**config.mk**
```make
export PLATFORM = sky130hd
export DESIGN_NAME = serial_adder_ctrl
export DESIGN_NICKNAME = d
export VERILOG_FILES = /design/src/rtl/serial_adder_pkg.sv /design/src/rtl/two_bit_adder.sv /design/src/rtl/serial_adder_ctrl.sv
export SDC_FILE = /design/constraint.sdc
export NUM_CORES = 1
export LEC_CHECK = 0
export BUFFER_PORTS_ARGS = -buffer_cell sky130_fd_sc_hd__buf_2
export CORE_MARGIN = 10
export CORE_UTILIZATION = 58
export DETAILED_ROUTE_END_ITERATION = 8
export PLACE_DENSITY = 0.91
export RECOVER_POWER = 25
export SLEW_MARGIN = 30
export SYNTH_ARGS = -nofsm -noshare
export SYNTH_HDL_FRONTEND = slang
export SYNTH_SLANG_ARGS = --single-unit
```
**constraint.sdc**
```tcl
create_clock -name clk -period 6.9 [get_ports clk]
set_input_delay 0.69 -clock clk [delete_from_list [all_inputs] [get_ports clk]]
set_output_delay 0.69 -clock clk [all_outputs]
set_load 0.02 [all_outputs]
```
**src/rtl/serial_adder_pkg.sv**
```systemverilog
// Shared types and constants for the 2-bit-per-cycle serial adder controller.
// Holds the FSM state encoding and the default operand width.
package serial_adder_pkg;

  localparam int DEFAULT_WIDTH = 8;

  typedef enum logic [1:0] {
    IDLE = 2'd0,
    RUN  = 2'd1,
    DONE = 2'd2
  } state_t;

endpackage

```
**src/rtl/two_bit_adder.sv**
```systemverilog
// Combinational 2-bit ripple slice: the only arithmetic in the serial adder datapath.
module two_bit_adder (
  input  logic [1:0] i_a,
  input  logic [1:0] i_b,
  input  logic       i_cin,
  output logic [1:0] o_sum,
  output logic       o_cout
);

  logic [2:0] w_total;

  assign w_total = {1'b0, i_a} + {1'b0, i_b} + {2'b00, i_cin};
  assign o_sum   = w_total[1:0];
  assign o_cout  = w_total[2];

endmodule

```
**src/rtl/serial_adder_ctrl.sv**
```systemverilog
// Serial adder controller: adds two WIDTH-bit operands two bits per cycle
// through a single two_bit_adder, publishing sum/cout with a one-cycle done pulse.
module serial_adder_ctrl
  import serial_adder_pkg::*;
#(
  parameter int WIDTH = DEFAULT_WIDTH
) (
  input  logic             clk,
  input  logic             reset,
  input  logic             start,
  input  logic [WIDTH-1:0] a,
  input  logic [WIDTH-1:0] b,
  input  logic             cin,
  output logic             busy,
  output logic             done,
  output logic [WIDTH-1:0] sum,
  output logic             cout
);

  localparam int SLICES = WIDTH / 2;
  localparam int CNT_W  = (SLICES > 1) ? $clog2(SLICES) : 1;

  state_t           r_state;
  state_t           w_stateNext;
  logic [WIDTH-1:0] r_a;
  logic [WIDTH-1:0] r_b;
  logic             r_carry;
  logic [CNT_W-1:0] r_cnt;
  logic [WIDTH-1:0] r_result;
  logic [WIDTH-1:0] r_sum;
  logic             r_cout;

  logic [CNT_W:0]   w_shamt;
  logic [1:0]       w_sliceA;
  logic [1:0]       w_sliceB;
  logic [1:0]       w_addSum;
  logic             w_addCout;
  logic             w_lastSlice;
  logic [WIDTH-1:0] w_sliceMask;
  logic [WIDTH-1:0] w_resultNext;

  two_bit_adder u_slice_adder (
    .i_a    (w_sliceA),
    .i_b    (w_sliceB),
    .i_cin  (r_carry),
    .o_sum  (w_addSum),
    .o_cout (w_addCout)
  );

  // Slice k lives at bit offset 2k; the new slice result is merged into the
  // running result so the final edge can publish it without an extra cycle.
  always_comb begin
    w_stateNext  = r_state;
    w_shamt      = {r_cnt, 1'b0};
    w_sliceA     = 2'(r_a >> w_shamt);
    w_sliceB     = 2'(r_b >> w_shamt);
    w_lastSlice  = (r_cnt == CNT_W'(SLICES - 1));
    w_sliceMask  = WIDTH'(2'b11) << w_shamt;
    w_resultNext = (r_result & ~w_sliceMask) | (WIDTH'(w_addSum) << w_shamt);

    case (r_state)
      IDLE:    if (start) w_stateNext = RUN;
      RUN:     if (w_lastSlice) w_stateNext = DONE;
      DONE:    w_stateNext = IDLE;
      default: w_stateNext = IDLE;
    endcase
  end

  // Operands are captured only in IDLE, so input changes while busy are invisible.
  always_ff @(posedge clk or posedge reset) begin
    if (reset) begin
      r_state  <= IDLE;
      r_a      <= '0;
      r_b      <= '0;
      r_carry  <= 1'b0;
      r_cnt    <= '0;
      r_result <= '0;
      r_sum    <= '0;
      r_cout   <= 1'b0;
    end else begin
      r_state <= w_stateNext;
      case (r_state)
        IDLE: begin
          if (start) begin
            r_a     <= a;
            r_b     <= b;
            r_carry <= cin;
            r_cnt   <= '0;
          end
        end
        RUN: begin
          r_result <= w_resultNext;
          r_carry  <= w_addCout;
          if (w_lastSlice) begin
            r_sum  <= w_resultNext;
            r_cout <= w_addCout;
          end else begin
            r_cnt <= r_cnt + CNT_W'(1);
          end
        end
        default: ;
      endcase
    end
  end

  assign busy = (r_state != IDLE);
  assign done = (r_state == DONE);
  assign sum  = r_sum;
  assign cout = r_cout;

endmodule

```
* After elaboration in Yosys (flattened, before gate mapping)
Cells that the tools add are included. W data, S select, Z words.
Word-level totals: input bits 20, bits in registers 38, output and inout bits 11, logic and storage cells 40
Cells by class: shift-type cells 4, bitwise operators 3, equal/unequal tests 6, mux-type cells 8, add/subtract/negate cells 3, reduce and logical (&&, ||, !) cells 8
Operators with widths (count):
- $shr A8 B3 Y2 | 2
- $and A8 B8 Y8 | 1
- $mux W2 | 4
- $not A8 Y8 | 1
- $or A8 B8 Y8 | 1
- $pmux W2 S2 | 2
- $reduce_and A2 Y1 | 4
- $shl A2 B3 Y8 | 1
- $shl A2 B3 Y8 const A | 1
- $ne A2 B2 Y1 const B | 3
- $eq A2 B2 Y1 const B | 2
- $reduce_bool A2 Y1 | 2
- $add A2 B2 Y3 | 1
- $add A3 B1 Y3 | 1
- $reduce_and A3 Y1 | 1
- $add A2 B1 Y2 const B | 1
- $eq A2 B1 Y1 const B | 1
- $logic_not A2 Y1 | 1
- $pmux W1 S2 | 1
- $mux W1 | 1

* Depth between registers and ports, before layout
Gate-level depths: netlist of run 1.
depth after elaboration 5, depth in mapped cells 6

* Cells and area by module
From an unflattened synthesis of run 1, not the netlist that was laid out.
Unflattened totals: cell total of the unflattened synthesis 143, area, all modules 1722.9 um2
By module, submodules not included:
- serial_adder_ctrl | cells an instance 133, sequential area each 900.9 um2, times used 1, area each 1652.8 um2
- two_bit_adder | cells an instance 10, sequential area each 0.0 um2, times used 1, area each 70.1 um2

* Worst setup path before layout of run 1
OpenSTA, ideal clock, no wires.
kind reg2reg, start point register r_cnt[0], end point register r_sum[1], in the netlist sum[1], setup time 132 ps, arrival 2265 ps, cell stages (with the launch flop) 7, setup slack 4502 ps, path buffers 1, cells stage by stage dfrtp_1 buf_4 mux4_2 fa_1 fa_1 a32oi_1 o21ai_0
Between the ends: longest elaborated chain between the ends 5, elaborated cells between the ends (all ways) 11, classes of those cells 2 x add/sub; 1 x eq/ne; 4 x shift; 3 x bitwise; 1 x reduce/logical
Ends and longest elaborated chain:
- start, declared | line serial_adder_ctrl.sv:28 | logic [CNT_W-1:0] r_cnt;
- start signal, assigned | line serial_adder_ctrl.sv:98 | r_cnt <= r_cnt + CNT_W'(1);
- $shr A8 B3 Y2 (on tied branches) | line serial_adder_ctrl.sv:55, serial_adder_ctrl.sv:56
- $add A2 B2 Y3 | line two_bit_adder.sv:12 | assign w_total = {1'b0, i_a} + {1'b0, i_b} + {2'b00, i_cin};
- $add A3 B1 Y3 | line two_bit_adder.sv:12
- $shl A2 B3 Y8 | line serial_adder_ctrl.sv:59 | w_resultNext = (r_result & ~w_sliceMask) | (WIDTH'(w_addSum) << w_shamt);
- $or A8 B8 Y8 | line serial_adder_ctrl.sv:59
- end signal, assigned | line serial_adder_ctrl.sv:95 | r_sum <= w_resultNext;
- end, declared | line serial_adder_ctrl.sv:30 | logic [WIDTH-1:0] r_sum;
Several ways; a longest one is shown, not always the timed one. A chain may end at the register's enable or synchronous reset.

* Worst setup path after layout of run 1
Ends and elaborated chain as after synthesis.

==> results of run 1 <==
[how the worst min path moves through the flow]
stage	from	endpoint	slack, ns	depth (start not counted)
2_1_floorplan	r_result[4]	r_result[4]	0.44	2
3_3_place_gp	sum[4]	sum[4]	0.46	2
3_5_place_dp	sum[3]	sum[3]	0.47	2
4_1_cts	reset	r_result[3]	0.44	3
5_1_grt	sum[4]	sum[4]	0.53	2
6_report	sum[2]	sum[2]	0.49	2
[cell families (layout without fill, tap and decap cells)]
family                     after synthesis  after routing  share of synthesized area (%)
buffers and inverters                   15             47                          5.041
muxes                                   21             21                          17.19
DFF                                     36             36                          55.00
adders and majority gates                6              6                          5.501
and+or+nand+nor                         30             30                          9.091
AOI/OAI and AO/OA                       23             23                          8.174
[critical path, cell delays in order (launching register included)]
cell and delay [ns]:
dfrtp_1 0.70, mux4_2 0.61, fa_1 0.44, fa_1 0.51, a32oi_1 0.25, o21ai_0 0.11
[power by group through the flow]
stage               combinational [W]  clock (W)  sequential, W
finish                       0.000448   0.000103       0.000390
global route                 0.000501   0.000116       0.000403
CTS                          0.000451   0.000106       0.000390
detailed placement           0.000448          0       0.000394
global placement             0.000418          0       0.000381
floorplan                    0.000351          0       0.000377
[metrics by stage]
step,instance area (um2),utilization (%)
2_1_floorplan,1638,-
3_3_place_gp,1789,65.45
3_5_place_dp,1789,65.45
4_1_cts,1836,67.14
5_1_grt,1832,67.00
6_report,1832,67.00
[final cells by class]
cell class              count  area (um2)
fillers                   215       902.1
flip-flops and latches     36       900.9
multi-input cells          80       654.4
repair buffers             32       161.4
clock buffers               6       41.29
well taps                  31       38.79
inverters                   8       30.03
clock inverters             1       5.005
[flip-flops by register name, indices dropped and copies added, names as in the netlist]
signal and cells:
r_a 8, r_state 2, r_result 6, r_cnt 2, cout 1, r_b 8, sum 8, r_carry 1
[cells in the final DEF, fill, tap and decap left out]
cell	n
dfrtp_1	36
buf_2	30
nand2_1	18
mux2_2	17
o21ai_0	16
inv_1	8
clkbuf_4	5
a32oi_1	4
mux4_2	4
ha_1	4
nor2b_1	3
nand3_1	2
a21oi_1	2
fa_1	2
clkbuf_1	2
nand3b_1	1
nand2b_1	1
nor3b_1	1
nor3b_2	1
nor2_1	1
o221ai_1	1
or2_2	1
and2b_2	1
clkinv_2	1
buf_4	1
[routing by layer]
metal	vias up	wire, um
met5	-	0
met4	0	49
met3	6	210
met2	40	1746
met1	538	1320
li1	515	-
==> results.cfg, run 1 <==
[sta]
tns_ns = 0
slew_viol_final = 37
fmax_ghz = 0.3646
setup_viol = 0
post-route-min-period_ns = 2.743
clock_skew_ns = 0.007687
hold_viol = 0
finalHoldWorstSlack_ns = 0.4915
maxSlewHeadroom_pct = -23.53
setup_ws_ns = 4.157
rsz0062_at_grt = false
worstMarginPinSlew_ns = 1.853
fin_crit_sh_pct = 39.75

[hold_path]
hold_path.class = reg2reg

[global_routing]
use_met1_pct = 15.24
antenna_found_initial = 0
grt.total_usage_pct = 13.48
grt_overflow_total = 0
grt_max_degree = 37
grt_pass1_vias = 1186
grt_use_met2_pct = 22.35
grt_first_pass_wirelength_um = 5540
met3_usage_pct = 4.354
grt.busiest_layer = met2

[final_layout]
area_delta_synth_final_pct = 11.84
fin_nets = 189
instances_no_fill = 194
drive_gt1_share_pct = 37.42
antennaDiodeCount = 0

[worst_setup_path]
required_ns = 7.11
crit_type = reg2reg
rrSetupSlack_ns = 4.16
arrival_ns = 2.95
r2r_start = r_cnt[0]
crit_path_start = r_cnt[0]
endpoint_kind = flop
cp-endpoint = sum[1]
cp-start-kind = flop
cp_max_fo = 13
regToRegEndpoint = sum[1]
rr_worst_depth = 5

[logic_synthesis]
synth_edf_count = 0
synth.avg_cell_area_um2 = 12.50
synth_cell_types = 25
netlist_area_um2 = 1638
postSynthCellCount = 131
synth_fp_nets = 157
yosysMostFrequentCell = dfrtp_1
synth_ff_type = dfrtp_1
yosysWarnings = 0
yosys.area.top_type = dfrtp_1
synthArstFlopShare_pct = 100.0
synth_seq_cells = 36
ys_seq_area_share_pct = 55.00
synth_commonest_cells = dfrtp_1 (36), nand2_1 (18), mux2_2 (17)
synthTopCellsByArea = dfrtp_1 (55%), mux2_2 (12%), mux4_2 (5.5%)
synth_top_area_share_pct = 55.00

[placement]
dp.cells = 187
io_buffer_count = 30
dp_slack_ns = 4.184
dpl.hpwl_um = 2527
finalWeightedCongestion = 0.7272

[clock_tree]
tritoncts = yes
clk_latency_ns = 0.34
h-tree-depth = 2
post_cts_buffers = 0
holdBufCountCts = 0
numClockSinks = 36
clockBufferDepth = 2
clkTransAtPathRegs_ns = 0.10
cts_resized = 0
cts-root-buf = clkbuf_4
cts_buffers = 5

[detailed_routing]
first_pass_iters = 4
wl_per_cell_um = 17.15
post_drt_via_cell_ratio = 5.665
drc_errors = 0
vias = 1099
drt_iter0_drc = 82
totalWireLength_um = 3327
ant_nets = 0

[power_and_ir_drop]
p_comb_share_pct = 47.6
pwr_density_cell_nw_per_um2 = 513.5
p_leak_nw = 0.8752
power_w = 0.0009406
internal_power_w = 0.0005563
pwr-share-clk_pct = 11.0
seqPwrFrac_pct = 41.4
vdd_drop_max_mv = 0.3236
switchingPower_w = 0.0003842
p_sw_share_pct = 40.85

[floorplanning]
die_area_um2 = 5349
die_y_um = 73.14
initial_core_util_pct = 59.91
ioPinCount = 31
die_w_um = 73.14
rows = 19
core_area_um2 = 2734

[run_status]
violations = capacitance limit, slew limit
outcome = finished, violations left

[flow_run]
drv_cap = 1
Note: power is estimated with default switching activity, not from simulation.
==> run 2: changes to the inputs <==
--- a/config.mk
+++ b/config.mk
@@ -5,11 +5,12 @@
 export SDC_FILE = /design/constraint.sdc
 export NUM_CORES = 1
 export LEC_CHECK = 0
+export ABC_AREA = 1
 export BUFFER_PORTS_ARGS = -buffer_cell sky130_fd_sc_hd__buf_2
 export CORE_MARGIN = 10
-export CORE_UTILIZATION = 58
+export CORE_UTILIZATION = 50
 export DETAILED_ROUTE_END_ITERATION = 8
-export PLACE_DENSITY = 0.91
+export PLACE_DENSITY = 0.83
 export RECOVER_POWER = 25
 export SLEW_MARGIN = 30
 export SYNTH_ARGS = -nofsm -noshare
==> constraint.sdc (replaced) <==
create_clock -name clk -period 2.5 [get_ports clk]
set_input_delay 0.25 -clock clk [delete_from_list [all_inputs] [get_ports clk]]
set_output_delay 0.25 -clock clk [all_outputs]
set_load 0.02 [all_outputs]
==> run 2 against run 1 <==
Compared with the run above: the run now ends clean; via count is 34% higher; sequential cell count stayed put; sequential share of layout area is 5.5 points lower; final area is 13% higher; utilization is 6.6 points lower; largest cell class unchanged; register-to-register slack worse by 4.0 ns.
==> results.cfg, run 2 <==
[global_routing]
grt_pass1_vias = 1516
grt_first_pass_wirelength_um = 6513
grt_overflow_total = 0
grt.total_usage_pct = 12.32
grt_max_degree = 24
antenna_found_initial = 0

[logic_synthesis]
synth_edf_count = 0
yosysWarnings = 0
synth_top_area_share_pct = 49.52
synth.avg_cell_area_um2 = 8.232
yosys.area.top_type = dfrtp_1
synth_seq_cells = 36
synthTopCellsByArea = dfrtp_1 (50%), nand2_1 (20%), nand3_1 (6.9%)
synthArstFlopShare_pct = 100.0
postSynthCellCount = 221
netlist_area_um2 = 1819
synth_cell_types = 20
synth_commonest_cells = nand2_1 (97), dfrtp_1 (36), nand3_1 (25)
ys_seq_area_share_pct = 49.52
synth_fp_nets = 247
synth_ff_type = dfrtp_1
yosysMostFrequentCell = nand2_1

[worst_setup_path]
regToRegEndpoint = r_result[3]
r2r_start = r_cnt[0]
rrSetupSlack_ns = 0.19
crit_type = reg2reg
crit_path_start = r_cnt[0]
endpoint_kind = flop
cp_slowest_cell = fa_1
critPathBufInv = 1
rr_worst_depth = 10
arrival_ns = 2.59
crit_cells = 10
cp-endpoint = r_result[3]
crit_top_cell = nand2_1
required_ns = 2.79
cp-start-kind = flop
path_cells = inv_2 > nand2_1 > o211ai_1 > nand2_1 > fa_1 > fa_1 > nand2_1 > o21ai_0 > nand2_1 > nand2_1
cp_max_fo = 11
crit_family = adder cells
slowest_delay_ns = 0.53

[floorplanning]
die_y_um = 80.32
rows = 21
ioPinCount = 31
die_area_um2 = 6451
initial_core_util_pct = 53.26
core_area_um2 = 3416
die_w_um = 80.32

[sta]
maxSlewHeadroom_pct = 67.10
setup_viol = 0
slew_viol_final = 0
fin_crit_sh_pct = 92.38
setup_ws_ns = 0.1906
clock_skew_ns = 0.009535
worstMarginPinSlew_ns = 0.4930
rsz0062_at_grt = false
fmax_ghz = 0.4330
tns_ns = 0
post-route-min-period_ns = 2.309
hold_viol = 0

[placement]
dpl.hpwl_um = 2778
dp_slack_ns = 0.2328
finalWeightedCongestion = 0.8938
io_buffer_count = 30

[clock_tree]
cts-root-buf = clkbuf_4
cts_buffers = 5
post_cts_buffers = 0
clockBufferDepth = 2
cts_resized = 0
clk_latency_ns = 0.34
tritoncts = yes
numClockSinks = 36
h-tree-depth = 2
clkTransAtPathRegs_ns = 0.11

[final_layout]
area_delta_synth_final_pct = 13.34
fin_nets = 281
antennaDiodeCount = 0
mostFrequentLayoutCell = nand2_1
nFillCells = 313
drive_gt1_share_pct = 18.75
layout_common_cells = nand2_1 (97), dfrtp_1 (36), nand3_1 (25)

[hold_path]
hold_path.class = in2reg

[detailed_routing]
post_drt_via_cell_ratio = 4.891
first_pass_iters = 4
vias = 1477
drt_iter0_drc = 88
ant_nets = 0
drc_errors = 0
totalWireLength_um = 3589
wl_per_cell_um = 11.88

[flow_run]
drv_cap = 0

[power_and_ir_drop]
vdd_drop_max_mv = 0.6204
p_leak_nw = 1.148
pwr_density_cell_nw_per_um2 = 1355
power_w = 0.002794

[run_status]
outcome = finished clean
run 2: cell types whose count changed after synthesis, moves of 3 or more:
cell | before | now
nand2_1 | 18 | 97
nand3_1 | 2 | 25
mux2_2 | 17 | 0
nor2_1 | 1 | 11
o21ai_0 | 16 | 8
a32oi_1 | 4 | 0
mux4_2 | 4 | 0
o211ai_1 | 0 | 4
inv_1 | 8 | 11
nand2_2 | 0 | 3
nand2_4 | 0 | 3
nor2b_1 | 3 | 0
run 2: metal layers:
metal  up-vias  wire length, um  GRT usage [%]
met3         7              196          4.343
met2        36             1584          19.42
met5         -                0              0
li1        766                -              -
met1       668             1762          14.98
met4         0               46          4.930
run 2: repair_timing:
| item | 4_1_cts | 5_1_grt |
|---|---|---|
| hold buffers | 1 | 0 |
| hold endpoints to repair | 13 | 0 |
| setup endpoints to repair | 0 | 0 |
run 2: worst min-delay path by stage:
stage | startpoint | depth (start not counted) | endpoint | slack [ns]
2_1_floorplan | a[7] | 2 | r_a[7] | 0.39
3_3_place_gp | reset | 2 | sum[1] | 0.30
3_5_place_dp | reset | 2 | sum[0] | 0.31
4_1_cts | b[0] | 3 | r_b[0] | 0.11
5_1_grt | b[1] | 3 | r_b[1] | 0.12
6_report | a[7] | 3 | r_a[7] | 0.13
run 2: logic make-up (layout without fill, tap and decap cells):
logic type	Yosys count	count (layout)	share of synthesized area, %
AO/OA/AOI/OAI	12	12	3.852
adder cells (fa/ha/maj)	6	6	4.952
buffers and inverters	23	58	6.603
flip-flops	36	36	49.52
AND/OR/NAND/NOR	144	144	35.08
run 2: power breakdown:
group          total, W  internal, W  switching (W)
clock          0.000324     0.000134       0.000190
sequential      0.00103     0.000846       0.000188
combinational   0.00144     0.000520       0.000916
total           0.00279      0.00150        0.00129
run 2: tightest hold or removal path: stages:
cell and delay [ns]:
buf_2 0.07, nand3_1 0.06, nand2_1 0.06
run 2: final cells by class:
type	count	area, um2	area share (%)
Inverter	14	55.05	2.670
Clock buffer	6	51.30	2.488
Timing Repair Buffer	36	188.9	9.163
Multi-Input combinational cell	162	798.3	38.71
Tap cell	46	57.56	2.791
Sequential cell	36	900.9	43.69
Clock inverter	2	10.01	0.4854
run 2: metrics by stage:
step | utilization (%) | hold WS, ns | cell area [um2] | instances
floorplan | - | 0.3945 | 1819 | 221
global placement | 58.53 | 0.3022 | 1999 | 293
detailed placement | 58.53 | 0.3091 | 1999 | 293
CTS | 60.62 | 0.1141 | 2071 | 302
global route | 60.37 | 0.1157 | 2062 | 302
finish | 60.37 | 0.1266 | 2062 | 302
==> run 3: changes to the inputs <==
--- a/config.mk
+++ b/config.mk
@@ -12,7 +12,9 @@
 export DETAILED_ROUTE_END_ITERATION = 8
 export PLACE_DENSITY = 0.83
 export RECOVER_POWER = 25
+export REMOVE_ABC_BUFFERS = 1
 export SLEW_MARGIN = 30
 export SYNTH_ARGS = -nofsm -noshare
 export SYNTH_HDL_FRONTEND = slang
+export SYNTH_HIERARCHICAL = 1
 export SYNTH_SLANG_ARGS = --single-unit
==> run 3 against run 2 <==
Compared with the run above: die area about the same; synthesized area about the same; first-iteration DRC count down 6.8%; non-clock buffer count down 1; cell count up 2.3%; critical path type unchanged; largest power group unchanged.
==> results.cfg, run 3 <==
[sta]
clock_skew_ns = 0.009604
rsz0062_at_grt = false
slew_viol_final = 0
finalHoldWorstSlack_ns = 0.1154
hold_viol = 0
fmax_ghz = 0.4417
worstMarginPinSlew_ns = 0.6046
setup_viol = 0
tns_ns = 0
fin_crit_sh_pct = 90.57
maxSlewHeadroom_pct = 59.65
post-route-min-period_ns = 2.264

[final_layout]
antennaDiodeCount = 0
area_delta_synth_final_pct = 12.99
drive_gt1_share_pct = 18.25
mostFrequentLayoutCell = nand2_1
layout_common_cells = nand2_1 (102), dfrtp_1 (35), buf_2 (26)
fin_nets = 288
nFillCells = 327

[logic_synthesis]
synth_cell_types = 19
synth_edf_count = 0
yosysMostFrequentCell = nand2_1
synthArstFlopShare_pct = 100.0
synth_ff_type = dfrtp_1
synth.avg_cell_area_um2 = 7.950
postSynthCellCount = 229
synthTopCellsByArea = dfrtp_1 (49%), nand2_1 (21%), nand3_1 (6.9%)
synth_top_area_share_pct = 49.48
synth_commonest_cells = nand2_1 (102), dfrtp_1 (36), nand3_1 (25)
ys_seq_area_share_pct = 49.48
yosys.area.top_type = dfrtp_1
yosysWarnings = 6
synth_seq_cells = 36
netlist_area_um2 = 1820

[global_routing]
grt_pass1_vias = 1582
grt.total_usage_pct = 13.08
grt_overflow_total = 0
grt_first_pass_wirelength_um = 6844
grt_max_degree = 21
antenna_found_initial = 0

[worst_setup_path]
cp_max_fo = 14
arrival_ns = 2.56
cp-start-kind = flop
required_ns = 2.80
endpoint_kind = flop
crit_type = reg2reg

[floorplanning]
initial_core_util_pct = 53.30
die_y_um = 80.34
ioPinCount = 31
die_w_um = 80.34
die_area_um2 = 6455
rows = 21
core_area_um2 = 3416

[clock_tree]
clockBufferDepth = 2
tritoncts = yes
clkTransAtPathRegs_ns = 0.11
h-tree-depth = 2
cts_buffers = 5
numClockSinks = 36
clk_latency_ns = 0.35
post_cts_buffers = 0
cts-root-buf = clkbuf_4

[power_and_ir_drop]
power_w = 0.002758
p_leak_nw = 1.174
pwr_density_cell_nw_per_um2 = 1341
vdd_drop_max_mv = 0.6452

[detailed_routing]
wl_per_cell_um = 11.87
drc_errors = 0
vias = 1502
post_drt_via_cell_ratio = 4.861
first_pass_iters = 4
ant_nets = 0
totalWireLength_um = 3669
drt_iter0_drc = 82

[placement]
dpl.hpwl_um = 2795
finalWeightedCongestion = 0.8589
io_buffer_count = 30

[run_status]
outcome = finished clean

[hold_path]
hold_path.class = in2reg

[flow_run]
drv_cap = 0
-- run 3: power breakdown --
part           switching, W  internal [W]  leakage (nW)  total [W]
Combinational      0.000941      0.000488         0.683    0.00143
Sequential         0.000174      0.000848         0.456    0.00102
Clock              0.000199      0.000108        0.0349   0.000307
Total               0.00131       0.00144          1.17    0.00276
-- run 3: cells by family after synthesis --
| family | Yosys count | share of synthesized area [%] |
|---|---|---|
| and+or+nand+nor | 145 | 33.68 |
| DFF | 36 | 49.48 |
| adders and majority gates | 6 | 4.949 |
| buffers and inverters | 31 | 8.316 |
| AOI/OAI and AO/OA | 11 | 3.574 |
-- run 3: final timing paths --
path                          start  endpoint  slack, ns  cells after the start
min                            a[3]    r_a[3]       0.12                      3
max reg2reg                r_cnt[1]    sum[3]       0.24                     11
max                        r_cnt[1]    sum[3]       0.24                     11
max in group asynchronous     reset  r_cnt[0]       1.30                      4
min in group asynchronous     reset    r_b[1]       0.50                      3
min reg2reg                  sum[7]    sum[7]       0.48                      2
-- run 3: repair_timing --
action,4_1_cts,5_1_grt
hold buffers,1,0
setup endpoints to repair,0,2
gates resized for setup,0,2
endpoints found under the hold margin,16,0
-- run 3: area by class of cell --
| cell class | instances | area [um2] | share of cell area (%) |
|---|---|---|---|
| Tap cell | 46 | 57.56 | 2.798 |
| Clock buffer | 5 | 37.54 | 1.825 |
| Clock inverter | 3 | 18.77 | 0.9124 |
| Multi-Input combinational cell | 162 | 768.2 | 37.35 |
| Sequential cell | 36 | 902.1 | 43.86 |
| Timing Repair Buffer | 35 | 185.2 | 9.002 |
| Inverter | 22 | 87.58 | 4.258 |
-- run 3: critical path: stages (launching register included) --
cell      delay [ns]
dfrtp_1         0.41
inv_2           0.20
o211ai_1        0.13
nand2_1         0.07
inv_1           0.05
fa_1            0.42
fa_1            0.43
inv_1           0.09
nand2_1         0.07
o21ai_0         0.21
nand2_1         0.08
nand2_1         0.06
-- run 3: metal layers --
metal	part of all wire (%)	vias to the layer above	GRT usage (%)	wire length [um]
met1	46	687	16.33	1703
li1	-	776	-	-
met3	4.6	7	3.341	168
met5	0	-	0	0
met4	1.7	0	4.754	61
met2	47	32	21.18	1735
-- run 3: metrics by stage --
stage / util [%] / std cells / instance area [um2] / setup slack (ns)
2_1_floorplan: - / 220 / 1754 / 0.2388
3_3_place_gp: 58.32 / 300 / 1992 / 0.2822
3_5_place_dp: 58.32 / 300 / 1992 / 0.1980
4_1_cts: 60.26 / 309 / 2058 / 0.1771
5_1_grt: 60.22 / 309 / 2057 / 0.01023
6_report: 60.22 / 309 / 2057 / 0.2358
